<file path="config.mk">
export PLATFORM = sky130hd
export DESIGN_NAME = ysyx_22050710_ifu
export DESIGN_NICKNAME = d
export VERILOG_FILES = /design/src/rtl/ysyx_22050710_pkg.sv /design/src/rtl/ysyx_22050710_reg.sv /design/src/rtl/ysyx_22050710_ifu.sv
export SDC_FILE = /design/constraint.sdc
export NUM_CORES = 1
export LEC_CHECK = 0
export ABC_AREA = 1
export BUFFER_PORTS_ARGS = -buffer_cell sky130_fd_sc_hd__clkbuf_2
export CORE_ASPECT_RATIO = 1.5
export CORE_MARGIN = 5
export CORE_UTILIZATION = 38
export CTS_CLUSTER_SIZE = 30
export DETAILED_ROUTE_END_ITERATION = 8
export MAX_ROUTING_LAYER = met4
export PLACE_DENSITY = 0.84
export SYNTH_ARGS = -nofsm -noshare
export SYNTH_HDL_FRONTEND = slang
export SYNTH_SLANG_ARGS = --single-unit
export TNS_END_PERCENT = 1
</file>
<file path="constraint.sdc">
create_clock -name i_clk -period 1.15 [get_ports i_clk]
set_input_delay 0 -clock i_clk [delete_from_list [all_inputs] [get_ports i_clk]]
set_output_delay 0 -clock i_clk [all_outputs]
set_load 0.05 [all_outputs]
</file>
<file path="src/rtl/ysyx_22050710_pkg.sv">
// Shared constants and types for the ysyx_22050710 fetch slice.
package ysyx_22050710_pkg;

   localparam int unsigned XLEN     = 64;
   localparam int unsigned INST_W   = 32;
   localparam logic [63:0] RESET_PC = 64'h0000_0000_8000_0000;

   // Fetch unit control states.
   typedef enum logic [2:0] {
      IFU_REQ       = 3'd0,
      IFU_WAIT_RESP = 3'd1,
      IFU_OUT       = 3'd2,
      IFU_WAIT_NPC  = 3'd3,
      IFU_HALT      = 3'd4
   } ifu_state_e;

endpackage

</file>
<file path="src/rtl/ysyx_22050710_reg.sv">
// Generic load-enabled register with a synchronous, active-high reset value.
module ysyx_22050710_reg #(
   parameter int unsigned  W       = 64,
   parameter logic [W-1:0] RST_VAL = '0
) (
   input  logic         clk_i,
   input  logic         rst_i,
   input  logic         en_i,
   input  logic [W-1:0] d_i,
   output logic [W-1:0] q_o
);

   logic [W-1:0] q_q;

   // Reset wins over load; otherwise hold unless enabled.
   always_ff @(posedge clk_i) begin
      if (rst_i) begin
         q_q <= RST_VAL;
      end else if (en_i) begin
         q_q <= d_i;
      end
   end

   assign q_o = q_q;

endmodule

</file>
<file path="src/rtl/ysyx_22050710_ifu.sv">
// Instruction fetch unit: owns the PC, fetches one instruction per PC and
// waits for the branch unit's next PC before fetching again.
module ysyx_22050710_ifu #(
   parameter int unsigned     XLEN     = ysyx_22050710_pkg::XLEN,
   parameter logic [XLEN-1:0] RESET_PC = ysyx_22050710_pkg::RESET_PC
) (
   input  logic            i_clk,
   input  logic            i_rst,
   output logic            o_imem_req_valid,
   input  logic            i_imem_req_ready,
   output logic [XLEN-1:0] o_imem_addr,
   input  logic            i_imem_resp_valid,
   input  logic [31:0]     i_imem_rdata,
   output logic            o_inst_valid,
   input  logic            i_inst_ready,
   output logic [31:0]     o_inst,
   output logic [XLEN-1:0] o_pc,
   input  logic            i_dnpc_valid,
   input  logic [XLEN-1:0] i_dnpc,
   output logic            o_misalign
);

   import ysyx_22050710_pkg::*;

   ifu_state_e      state_q;
   logic            req_valid_q;
   logic            inst_valid_q;
   logic            misalign_q;
   logic [XLEN-1:0] pc_q;
   logic            dnpc_aligned;
   logic            inst_load;
   logic            pc_load;

   assign dnpc_aligned = (i_dnpc[1:0] == 2'b00);

   // Load strobes for the PC and instruction registers, decoded from state.
   always_comb begin
      inst_load = 1'b0;
      pc_load   = 1'b0;
      case (state_q)
         IFU_REQ:       inst_load = i_imem_req_ready && i_imem_resp_valid;
         IFU_WAIT_RESP: inst_load = i_imem_resp_valid;
         IFU_WAIT_NPC:  pc_load   = i_dnpc_valid && dnpc_aligned;
         default:       ;
      endcase
   end

   ysyx_22050710_reg #(
      .W       (XLEN),
      .RST_VAL (RESET_PC)
   ) u_pc_reg (
      .clk_i (i_clk),
      .rst_i (i_rst),
      .en_i  (pc_load),
      .d_i   (i_dnpc),
      .q_o   (pc_q)
   );

   ysyx_22050710_reg #(
      .W       (INST_W),
      .RST_VAL ('0)
   ) u_inst_reg (
      .clk_i (i_clk),
      .rst_i (i_rst),
      .en_i  (inst_load),
      .d_i   (i_imem_rdata),
      .q_o   (o_inst)
   );

   // Fetch FSM; valids and misalign flag are registered alongside the state.
   always_ff @(posedge i_clk) begin
      if (i_rst) begin
         state_q      <= IFU_REQ;
         req_valid_q  <= 1'b1;
         inst_valid_q <= 1'b0;
         misalign_q   <= 1'b0;
      end else begin
         case (state_q)
            IFU_REQ: begin
               if (i_imem_req_ready) begin
                  req_valid_q <= 1'b0;
                  // Zero-latency memory: data arrives with the acceptance.
                  if (i_imem_resp_valid) begin
                     state_q      <= IFU_OUT;
                     inst_valid_q <= 1'b1;
                  end else begin
                     state_q <= IFU_WAIT_RESP;
                  end
               end
            end
            IFU_WAIT_RESP: begin
               if (i_imem_resp_valid) begin
                  state_q      <= IFU_OUT;
                  inst_valid_q <= 1'b1;
               end
            end
            IFU_OUT: begin
               if (i_inst_ready) begin
                  state_q      <= IFU_WAIT_NPC;
                  inst_valid_q <= 1'b0;
               end
            end
            IFU_WAIT_NPC: begin
               if (i_dnpc_valid) begin
                  if (dnpc_aligned) begin
                     state_q     <= IFU_REQ;
                     req_valid_q <= 1'b1;
                  end else begin
                     state_q    <= IFU_HALT;
                     misalign_q <= 1'b1;
                  end
               end
            end
            IFU_HALT: begin
               state_q      <= IFU_HALT;
               req_valid_q  <= 1'b0;
               inst_valid_q <= 1'b0;
            end
            default: begin
               state_q      <= IFU_REQ;
               req_valid_q  <= 1'b1;
               inst_valid_q <= 1'b0;
            end
         endcase
      end
   end

   assign o_imem_req_valid = req_valid_q;
   assign o_inst_valid     = inst_valid_q;
   assign o_misalign       = misalign_q;
   assign o_pc             = pc_q;
   assign o_imem_addr      = pc_q;

`ifndef SYNTHESIS
   // Protocol checks: stray responses or next-PCs are ignored by the FSM.
   always_ff @(posedge i_clk) begin
      if (!i_rst) begin
         assert (!(i_imem_resp_valid && (state_q != IFU_WAIT_RESP) &&
                   !(state_q == IFU_REQ && i_imem_req_ready)))
            else $warning("ifu: imem response outside an open fetch ignored");
         assert (!(i_dnpc_valid && (state_q != IFU_WAIT_NPC)))
            else $warning("ifu: dnpc_valid outside WAIT_NPC ignored");
      end
   end
`endif

endmodule

</file>
* Word level (Yosys, flattened, before mapping)
Cells that the tools add are included.
** Cells by class
- Reduce and logical (&&, ||, !) cells :: 9
- Bitwise logic cells :: 3
- Muxes and demuxes :: 17
- Equal/unequal tests :: 9
** Operators by type and width (count)
- $mux W3 :: 5
- $pmux W3 S5 :: 1
- $ne A2 B2 Y1 const B :: 5
- $pmux W1 S4 :: 2
- $reduce_and A4 Y1 :: 2
- $mux W1 :: 7
- $eq A3 B2 Y1 const B :: 2
- $reduce_and A3 Y1 :: 2
- $eq A3 B1 Y1 const B :: 1
- $eq A3 B3 Y1 const B :: 1
- $logic_not A3 Y1 :: 1
- $not A1 Y1 :: 3
- $logic_and A1 B1 Y1 :: 2
- $logic_not A2 Y1 :: 1
- $mux W2 :: 1
- $pmux W1 S2 :: 1
- $reduce_or A2 Y1 :: 1
** Storage, ports and cells
- Register bits after elaboration :: 102
- Bits of input ports :: 102

* Longest topological paths before layout
Gate-level depths: netlist of run 1.
- Depth after elaboration :: 4
- Depth in mapped cells :: 8
- Gate-level depth less buffers :: 8

* Cells and area by module
A second synthesis of run 1 with hierarchy kept.
** Unflattened totals
- Cell total of the unflattened synthesis :: 732
- Area total of the unflattened synthesis :: 4859.7 µm²
** By module, submodules not included
- ysyx_22050710_reg at u_pc_reg :: sequential area each 1281.2 µm², instances 1, area an instance 2663.8 µm², cells an instance 404
- ysyx_22050710_reg at u_inst_reg :: sequential area each 640.6 µm², instances 1, area an instance 1338.8 µm², cells an instance 203
- ysyx_22050710_ifu :: sequential area each 120.1 µm², instances 1, area an instance 857.1 µm², cells an instance 125

* Least setup slack after synthesis of run 1
OpenSTA, ideal clock, no wires.
- Kind :: reg-to-reg
- From :: reg state_q[0]
- To :: reg u_inst_reg.q_q[10], in the netlist u_inst_reg.q_o[10]
- Clock period less this slack :: 1.205 ns
- Data arrival time :: 1.089 ns
- Path slack :: -0.055 ns
- Path buffers :: 1
- Required time :: 1.034 ns
- Cell stages (with the launch flop) :: 8
- Cell sequence :: dfxtp_1 -> nor2_1 -> nand4_1 -> nand2_2 -> inv_2 -> buf_2 -> nor2_1 -> nor2_1
** Between the ends
- Cells in the longest elaborated chain, start to end :: 2
- Elaborated cells on any way between the ends :: 3
** Ends and longest elaborated chain
- start, declared :: RTL line ysyx_22050710_ifu.sv:25 : ifu_state_e state_q;
- start signal, assigned :: RTL line ysyx_22050710_ifu.sv:73 : state_q <= IFU_REQ;
- start signal, assigned :: RTL line ysyx_22050710_ifu.sv:84 : state_q <= IFU_OUT;
- start signal, assigned :: RTL line ysyx_22050710_ifu.sv:87 : state_q <= IFU_WAIT_RESP;
- $eq A3 B1 Y1 / $logic_not A3 Y1 (equally long branches) :: RTL line ysyx_22050710_ifu.sv:40 : case (state_q)
- $pmux W1 S2 * :: RTL line ysyx_22050710_ifu.sv:40
- end signal, assigned :: RTL line ysyx_22050710_reg.sv:20 : q_q <= d_i;
- end, declared :: RTL line ysyx_22050710_reg.sv:13 : logic [W-1:0] q_q;
Every way passes the cells marked *; elsewhere a longest branch is shown, timed or not.
A chain may end at the register's enable or synchronous reset.

* Worst setup path in the final report of run 1
- From :: reg state_q[0]
- To :: reg u_pc_reg.q_q[37], in the netlist u_pc_reg.q_o[37]
** Between the ends
- Cells in the longest elaborated chain, start to end :: 2
** Ends and longest elaborated chain (RTL line)
- $eq A3 B2 Y1 :: ysyx_22050710_ifu.sv:40
- $mux W1 :: ysyx_22050710_ifu.sv:40
- end signal, assigned :: ysyx_22050710_reg.sv:20
- end, declared :: ysyx_22050710_reg.sv:13
Every way passes these cells.

==> summary.md, run 1 <==
| Metric | Value |
|---|---|
| Nets | approximately 930 |
| N_diodes | 0 |
| Worst setup path endpoint | u_pc_reg.q_o[37] |
| Initial Util | 0.390 |
| Post-Syn Area | 4150 um2 |
| Clk root buf | clkbuf_16 |
| Largest cells by area after synthesis | dfxtp_1, nor2_1, buf_4, o21ai_0, nand2_1 |
| Worst path arrival time | 1.46 ns |
| Via count | 4523 |
| Die height | 138 um |
| Clock sinks | 102 |
| Vias per std cell | roughly 4.6 |
| Crit share post-route | 1.08 |
| Syn_area_per_cell | about 7.7 um2 |
| Antenna violations before repair | 0 |
| Post-route ant nets | 0 |
| Static Leak | around 3.2 nW |
| Sum of negative setup slack | -3.51 ns |
| Worst-Margin Slew | 0.321 ns |
| Clk slew on worst S/H paths | 0.07 ns |
| PnR worst setup slack | -0.0888 ns |
| Normalized max-slew margin | 0.787 |
| Worst Path Required | 1.38 ns |
| CTS tree | built |
| Worst Setup End Kind | flop |
| Proportion of synthesized chip area in sequential cells | 0.492 |
| Status | finished with violations |
| Reg2reg end | u_pc_reg.q_o[37] |
| TritonCTS buffer count | 9 |
| Startpoint type of the worst setup path | flop |
| Syn_nets | 640 |
| WHS | 0.0667 ns |
| Post-synthesis register bit count | around 100 |
| Cell variety after synth | 23 |
| Ys async rst share | 0 |
| Min cycle time layout | 1.24 ns |
| Port Buffer Count | 264 |
| Max-Cap Viols | 0 |
| Slowest stage delay, CP | ~0.4 ns |
| Detailed-route DRC error count | 0 |
| Global route total overflow | 0 |
| Failing checks | setup timing |
| Longest Clk Path Bufs | 2 |
| Worst-Skew Late Latency | 0.33 ns |
| Final setup violation count | 95 |
| P&R area growth vs syn | 57.5% |
| Htree depth | 3 |
| Vias in the first global route | 4384 |
| Worst-path fanout max | 28 |
| Final WL | about 14 mm |
| Gpl congestion | a little over 0.9 |
| Fmax | 807 MHz |
| Post-synth top cells | nor2_1, dfxtp_1, o21ai_0 |
| R2r setup slk | -0.09 ns |
| Largest area contributor in the netlist | dfxtp_1 |
| Critical path class | reg2reg |
| Worst Skew | 0.00747 ns |
| Die width | 95.3 um |
| Total track usage | 0.211 |
| Synth Warn # | 0 |
| Final Hold Viols | 0 |
| Worst-path cell chain | nand2_4, nor2_4, nand3_4, buf_12, o21ai_1, nor2_1 |
| PD cells | 1820 nW/um2 |
| Worst R2R Path Depth | 6 |
| EDFF count, synth | 0 |
| Post-detail-place hpwl | 9.15 mm |
| Min-delay worst type | in2reg |
| Most frequent cell after synthesis | nor2_1 |
| First-pass GRT wire length | 21.1 mm |
| Proportion of layout cells with a drive suffix above 1 | 0.378 |
| Placeable Area | between 10000 and 15000 um2 |
| Inst Count DP | 867 |
| RSZ-0062 raised after global routing | true |
| Setup bufs post-CTS | 0 |
| Critical R2R Launch | state_q[0] |
| I/O pin count | 265 |
| Slowest-stage cell, CP | dfxtp_4 |
| Largest net degree at the start of global routing | 54 |
| Synthesized instance count | ~540 |
| Synth top area share | 0.492 |
| Full die area | 13200 um2 |
| Wire per inst | between 10 and 15 um |
| CP Launch Point | state_q[0] |
| Main synth FF type | dfxtp_1 |
| Slew Viols, Final | 0 |
| Rows | 46 |
| Initial DRC Count | 138 |
| First-pass DRT Iterations | 4 |
| Final Non-Filler Cells | 979 |
| # fillers | 884 |
| Worst VDD drop | 1.44 mV |
registers in the layout, summed over array words and instances, names as in the netlist:
name,count
o_inst_valid,1
u_pc_reg.q_o,64
state_q,3
o_imem_req_valid,1
u_inst_reg.q_o,32
o_misalign,1
report_power, final:
group	total [mW]	internal, mW	switching, mW
sequential	4.37	4.04	0.328
clock	3.06	1.81	1.26
combinational	4.47	1.27	3.19
total	11.9	7.12	4.78
placed cells by master (no fill, tap or decap):
cell type      count
clkbuf_2         264
nor2_1           194
dfxtp_1           99
dlygate4sd3_1     96
o21ai_1           58
o21ai_0           33
nand2_1           17
clkbuf_16          9
inv_1              7
nand3_1            7
buf_12             7
o21ai_2            5
nor2_2             5
buf_4              5
inv_2              3
a21oi_1            3
dfxtp_4            3
nand2_4            2
nor2_4             2
clkbuf_1           2
clkbuf_8           2
nand3_4            1
clkinv_4           1
nand4_1            1
nand3_2            1
inv_6              1
o211ai_1           1
nand2_2            1
nand3b_1           1
clkinv_2           1
bufinv_16          1
clkinvlp_4         1
buf_6              1
logic make-up after synthesis:
kind of cell    after synthesis  share of synthesized area
simple gates                232                      0.221
flops                       102                      0.492
compound gates              100                      0.121
buf+inv                     104                      0.166
worst min-delay path by stage:
| stage | start | to | cells past startpoint |
|---|---|---|---|
| 2_1_floorplan | i_rst | o_misalign | 1 |
| 6_report | i_imem_resp_valid | o_inst_valid | 5 |
| 5_1_grt | i_imem_resp_valid | o_inst_valid | 5 |
| 3_3_place_gp | i_dnpc[31] | u_pc_reg.q_o[31] | 3 |
| 3_5_place_dp | i_dnpc[31] | u_pc_reg.q_o[31] | 3 |
| 4_1_cts | i_imem_resp_valid | o_inst_valid | 5 |
metal layers:
metal | GRT usage | routed length [um] | vias to the layer above
met5 | - | 0 | -
met4 | 0.108 | 514 | 0
met3 | 0.0396 | 937 | 39
met2 | 0.373 | 7740 | 200
met1 | 0.220 | 5220 | 2056
li1 | - | - | 2228
worst max-delay path: cells and delay by family (launching register included):
family | cells | cell delay (ns)
buffers and inverters | 1 | 0.19
AND/OR/NAND/NOR | 4 | 0.36
AO/OA/AOI/OAI | 1 | 0.17
flip-flops | 1 | 0.40
metrics by stage:
step	area (um2)	utilization	power (mW)	worst slack, ns
floorplan	4160	-	7.40	0.000467
global placement	5180	0.486	8.34	-0.224
detailed placement	5180	0.486	8.40	-0.298
CTS	6470	0.608	11.8	-0.0744
global route	6540	0.614	12.5	-0.164
finish	6540	0.614	11.9	-0.0888
layout make-up:
type / count / area [um2] / area share
Clock buffer: 13 / 260 / 0.0398
Clock inverter: 3 / 42.5 / 0.00651
Inverter: 12 / 55.1 / 0.00842
Multi-Input combinational cell: 332 / 1470 / 0.225
Sequential cell: 102 / 2050 / 0.314
Tap cell: 144 / 180 / 0.0276
Timing Repair Buffer: 373 / 2470 / 0.378
what timing repair did:
action | CTS | global route
endpoints found under the hold margin | 96 | 0
hold buffers | 96 | 0
endpoints found under the setup margin | 98 | 100
pin swaps | 1 | 30
resized for setup | 46 | 40
(Power assumes the default switching activity.)
==> inputs of run 2 (changes only) <==
--- a/config.mk
+++ b/config.mk
@@ -7,13 +7,16 @@
 export LEC_CHECK = 0
 export ABC_AREA = 1
 export BUFFER_PORTS_ARGS = -buffer_cell sky130_fd_sc_hd__clkbuf_2
+export CELL_PAD_IN_SITES_DETAIL_PLACEMENT = 1
+export CELL_PAD_IN_SITES_GLOBAL_PLACEMENT = 1
 export CORE_ASPECT_RATIO = 1.5
 export CORE_MARGIN = 5
-export CORE_UTILIZATION = 38
+export CORE_UTILIZATION = 26
 export CTS_CLUSTER_SIZE = 30
 export DETAILED_ROUTE_END_ITERATION = 8
 export MAX_ROUTING_LAYER = met4
-export PLACE_DENSITY = 0.84
+export PLACE_DENSITY = 0.85
+export SKIP_LAST_GASP = 1
 export SYNTH_ARGS = -nofsm -noshare
 export SYNTH_HDL_FRONTEND = slang
 export SYNTH_SLANG_ARGS = --single-unit
==> run 2 against run 1 <==
  * The flow still finishes with violations (setup timing)
  * Via count is 4.1% higher
  * Critical path depth is 1 higher
  * Critical path type unchanged
  * Sequential share of layout area is 1.5 points lower
  * Setup slack worse by 0.15 ns
  * Total power is 4.0% higher
  * Count of clock-buffer cells in the layout is 4 lower
  * Largest cell class unchanged
==> summary.md, run 2 (synthesis results as in run 1) <==
| Metric | Value |
|---|---|
| Net switching power figure | 5.09 mW (+6.5%) |
| Max-Cap Viols | 0 (unchanged) |
| Startpoint type of the worst setup path | flop |
| Slowest stage delay, CP | 0.33 ns (-0.07 ns) |
| Fmax | 721 MHz (-11%) |
| TritonCTS buffer count | 9 (unchanged) |
| Worst-Skew Late Latency | 0.34 ns (about the same) |
| Area after DPL | 5330 um2 (+2.9%) |
| RSZ-0062 raised after global routing | true |
| Worst path arrival time | 1.66 ns (+0.20 ns) |
| Via count | 4707 (+4.1%) |
| Worst Path Required | 1.42 ns (+0.04 ns) |
| Min cycle time layout | 1.39 ns (+0.148 ns) |
| Wire per inst | 16.3 um (+11%) |
| Die height | 165 um (+19%) |
| CP bufs+invs | 2 (+1) |
| Largest net degree at the start of global routing | 53 (-1.9%) |
| Initial DRC Count | 149 (+8.0%) |
| Global route total overflow | 0 (unchanged) |
| Crit share post-route | 1.21 (+0.129) |
| Status | finished with violations |
| Detailed-route DRC error count | 0 (unchanged) |
| R2r setup slk | -0.24 ns (-0.15 ns) |
| Worst Skew | 0.0113 ns (+0.00378 ns) |
| Final Hold Viols | 0 (unchanged) |
| Sum of negative setup slack | -14.42 ns (-10.91 ns) |
| Proportion of layout cells with a drive suffix above 1 | 0.398 (+0.0197) |
| CTS tree | built |
| Slowest-stage cell, CP | dfxtp_2 |
| Cell family with most CP delay | simple AND/OR/NAND/NOR gates |
| Total design power | 12.4 mW (+4.0%) |
| Final setup violation count | 101 (+6.3%) |
| Most frequent cells in the layout | clkbuf_2, nor2_1, dfxtp_1, dlygate4sd3_1, o21ai_1 |
| Port Buffer Count | 264 (unchanged) |
| Worst-path fanout max | 8 (-71%) |
| Final WL | 17.3 mm (+20%) |
| Initial Util | 0.264 (-0.125) |
| First-pass DRT Iterations | 4 (unchanged) |
| Clock share of power | 0.245 (-0.012) |
| Finished Cell Area | 6850 um2 (+4.9%) |
| Sw Share | 0.411 (+0.00942) |
| Sequential power share | 0.351 (-0.016) |
| Clk root buf | clkbuf_16 |
| Static Leak | 3.32 nW (+2.3%) |
| Failing checks | setup timing |
| Htree depth | 3 (unchanged) |
| Full die area | 18600 um2 (+42%) |
| First-pass GRT wire length | 25.7 mm (+22%) |
| Worst VDD drop | 1.18 mV (-18%) |
| Clk slew on worst S/H paths | 0.07 ns (about the same) |
| PnR worst setup slack | -0.237 ns (-0.148 ns) |
| Worst-path cell chain | buf_4, nor2_4, nand4_1, nand2_4, buf_12, o21ai_0, nor2_1 |
| Post-route ant nets | 0 (unchanged) |
| Gpl congestion | 0.870 (-4.2%) |
| I/O pin count | 265 (unchanged) |
| Total track usage | 0.179 (-0.0320) |
| Internal | 7.29 mW (+2.4%) |
| # fillers | 1948 (+120%) |
| Critical path class | reg2reg |
| PD cells | 1810 nW/um2 (-0.78%) |
| Min-delay worst type | in2reg |
| Longest Clk Path Bufs | 2 (unchanged) |
| Rows | 56 (+22%) |
| Post-detail-place hpwl | 11.1 mm (+22%) |
| Antenna violations before repair | 3 (+3) |
| P&R area growth vs syn | 65.1% |
| Placeable Area | 15700 um2 (+47%) |
| Slew Viols, Final | 0 (unchanged) |
| Vias per std cell | 4.44 (-3.9%) |
| Die width | 113 um (+19%) |
| Normalized max-slew margin | 0.787 (about the same) |
| Vias in the first global route | 5058 (+15%) |
| Clock sinks | 102 (unchanged) |
| Power share of the combinational group | 0.404 (+0.029) |
| Commonest non-fill, non-tap cell in the layout | clkbuf_2 |
| Place WS | -0.277 ns (+0.0211 ns) |
| Worst Setup End Kind | flop |
| Number of flip-flops in the largest register | 64 (unchanged) |
| Nets | 953 (+2.3%) |
| Worst-Margin Slew | 0.320 ns (-0.000581 ns) |
==> run 2: final timing paths <==
check                    startpoint                end  cells past startpoint
hold / removal    i_imem_resp_valid       o_inst_valid                      5
setup / recovery         state_q[1]  u_inst_reg.q_o[6]                      7
setup reg to reg         state_q[1]  u_inst_reg.q_o[6]                      7
hold reg to reg          o_misalign         o_misalign                      2
==> run 2: metal layers <==
metal  track usage  vias up  share of wire
li1              -     2278              -
met2         0.332      175           0.55
met3        0.0290       48          0.047
met1         0.181     2206           0.36
met5             -        -              0
met4        0.0858        0          0.042
==> run 2: power by group through the flow <==
stage / Sequential [mW] / Clock (mW) / Combinational (mW)
final: 4.35 / 3.03 / 5.00
after global routing: 4.42 / 3.28 / 5.33
after CTS: 4.32 / 3.13 / 4.62
after detailed placement: 4.38 / 0 / 4.23
after global placement: 4.37 / 0 / 4.15
after floorplan: 5.91 / 0 / 1.49
==> run 2: through the flow <==
stage	hold slack, ns	instances	util
after floorplan	0.0691	538	-
after global placement	0.211	938	0.340
after detailed placement	0.224	938	0.340
after CTS	0.0639	1054	0.428
after global routing	0.133	1060	0.437
final	0.0748	1060	0.437
==> run 2: area by class of cell <==
class	instances	area (um2)	area share
Sequential cell	102	2050	0.299
Antenna cell	3	7.51	0.00110
Clock buffer	9	225	0.0329
Clock inverter	5	60.1	0.00876
Multi-Input combinational cell	332	1480	0.216
Tap cell	203	254	0.0371
Inverter	12	65.1	0.00949
Timing Repair Buffer	394	2710	0.396
==> run 2: worst register-to-register path: stages (launching register included) <==
cell and delay [ns]:
dfxtp_2 0.33, buf_4 0.14, nor2_4 0.10, nand4_1 0.14, nand2_4 0.21, buf_12 0.16
o21ai_0 0.09, nor2_1 0.13
==> run 2: repair_timing <==
action	in CTS	in global routing
hold endpoints to repair	96	0
setup buffers	4	0
pin swaps	3	17
hold buffers	96	0
gates resized for setup	60	32
setup endpoints to repair	101	102
cloned	2	3
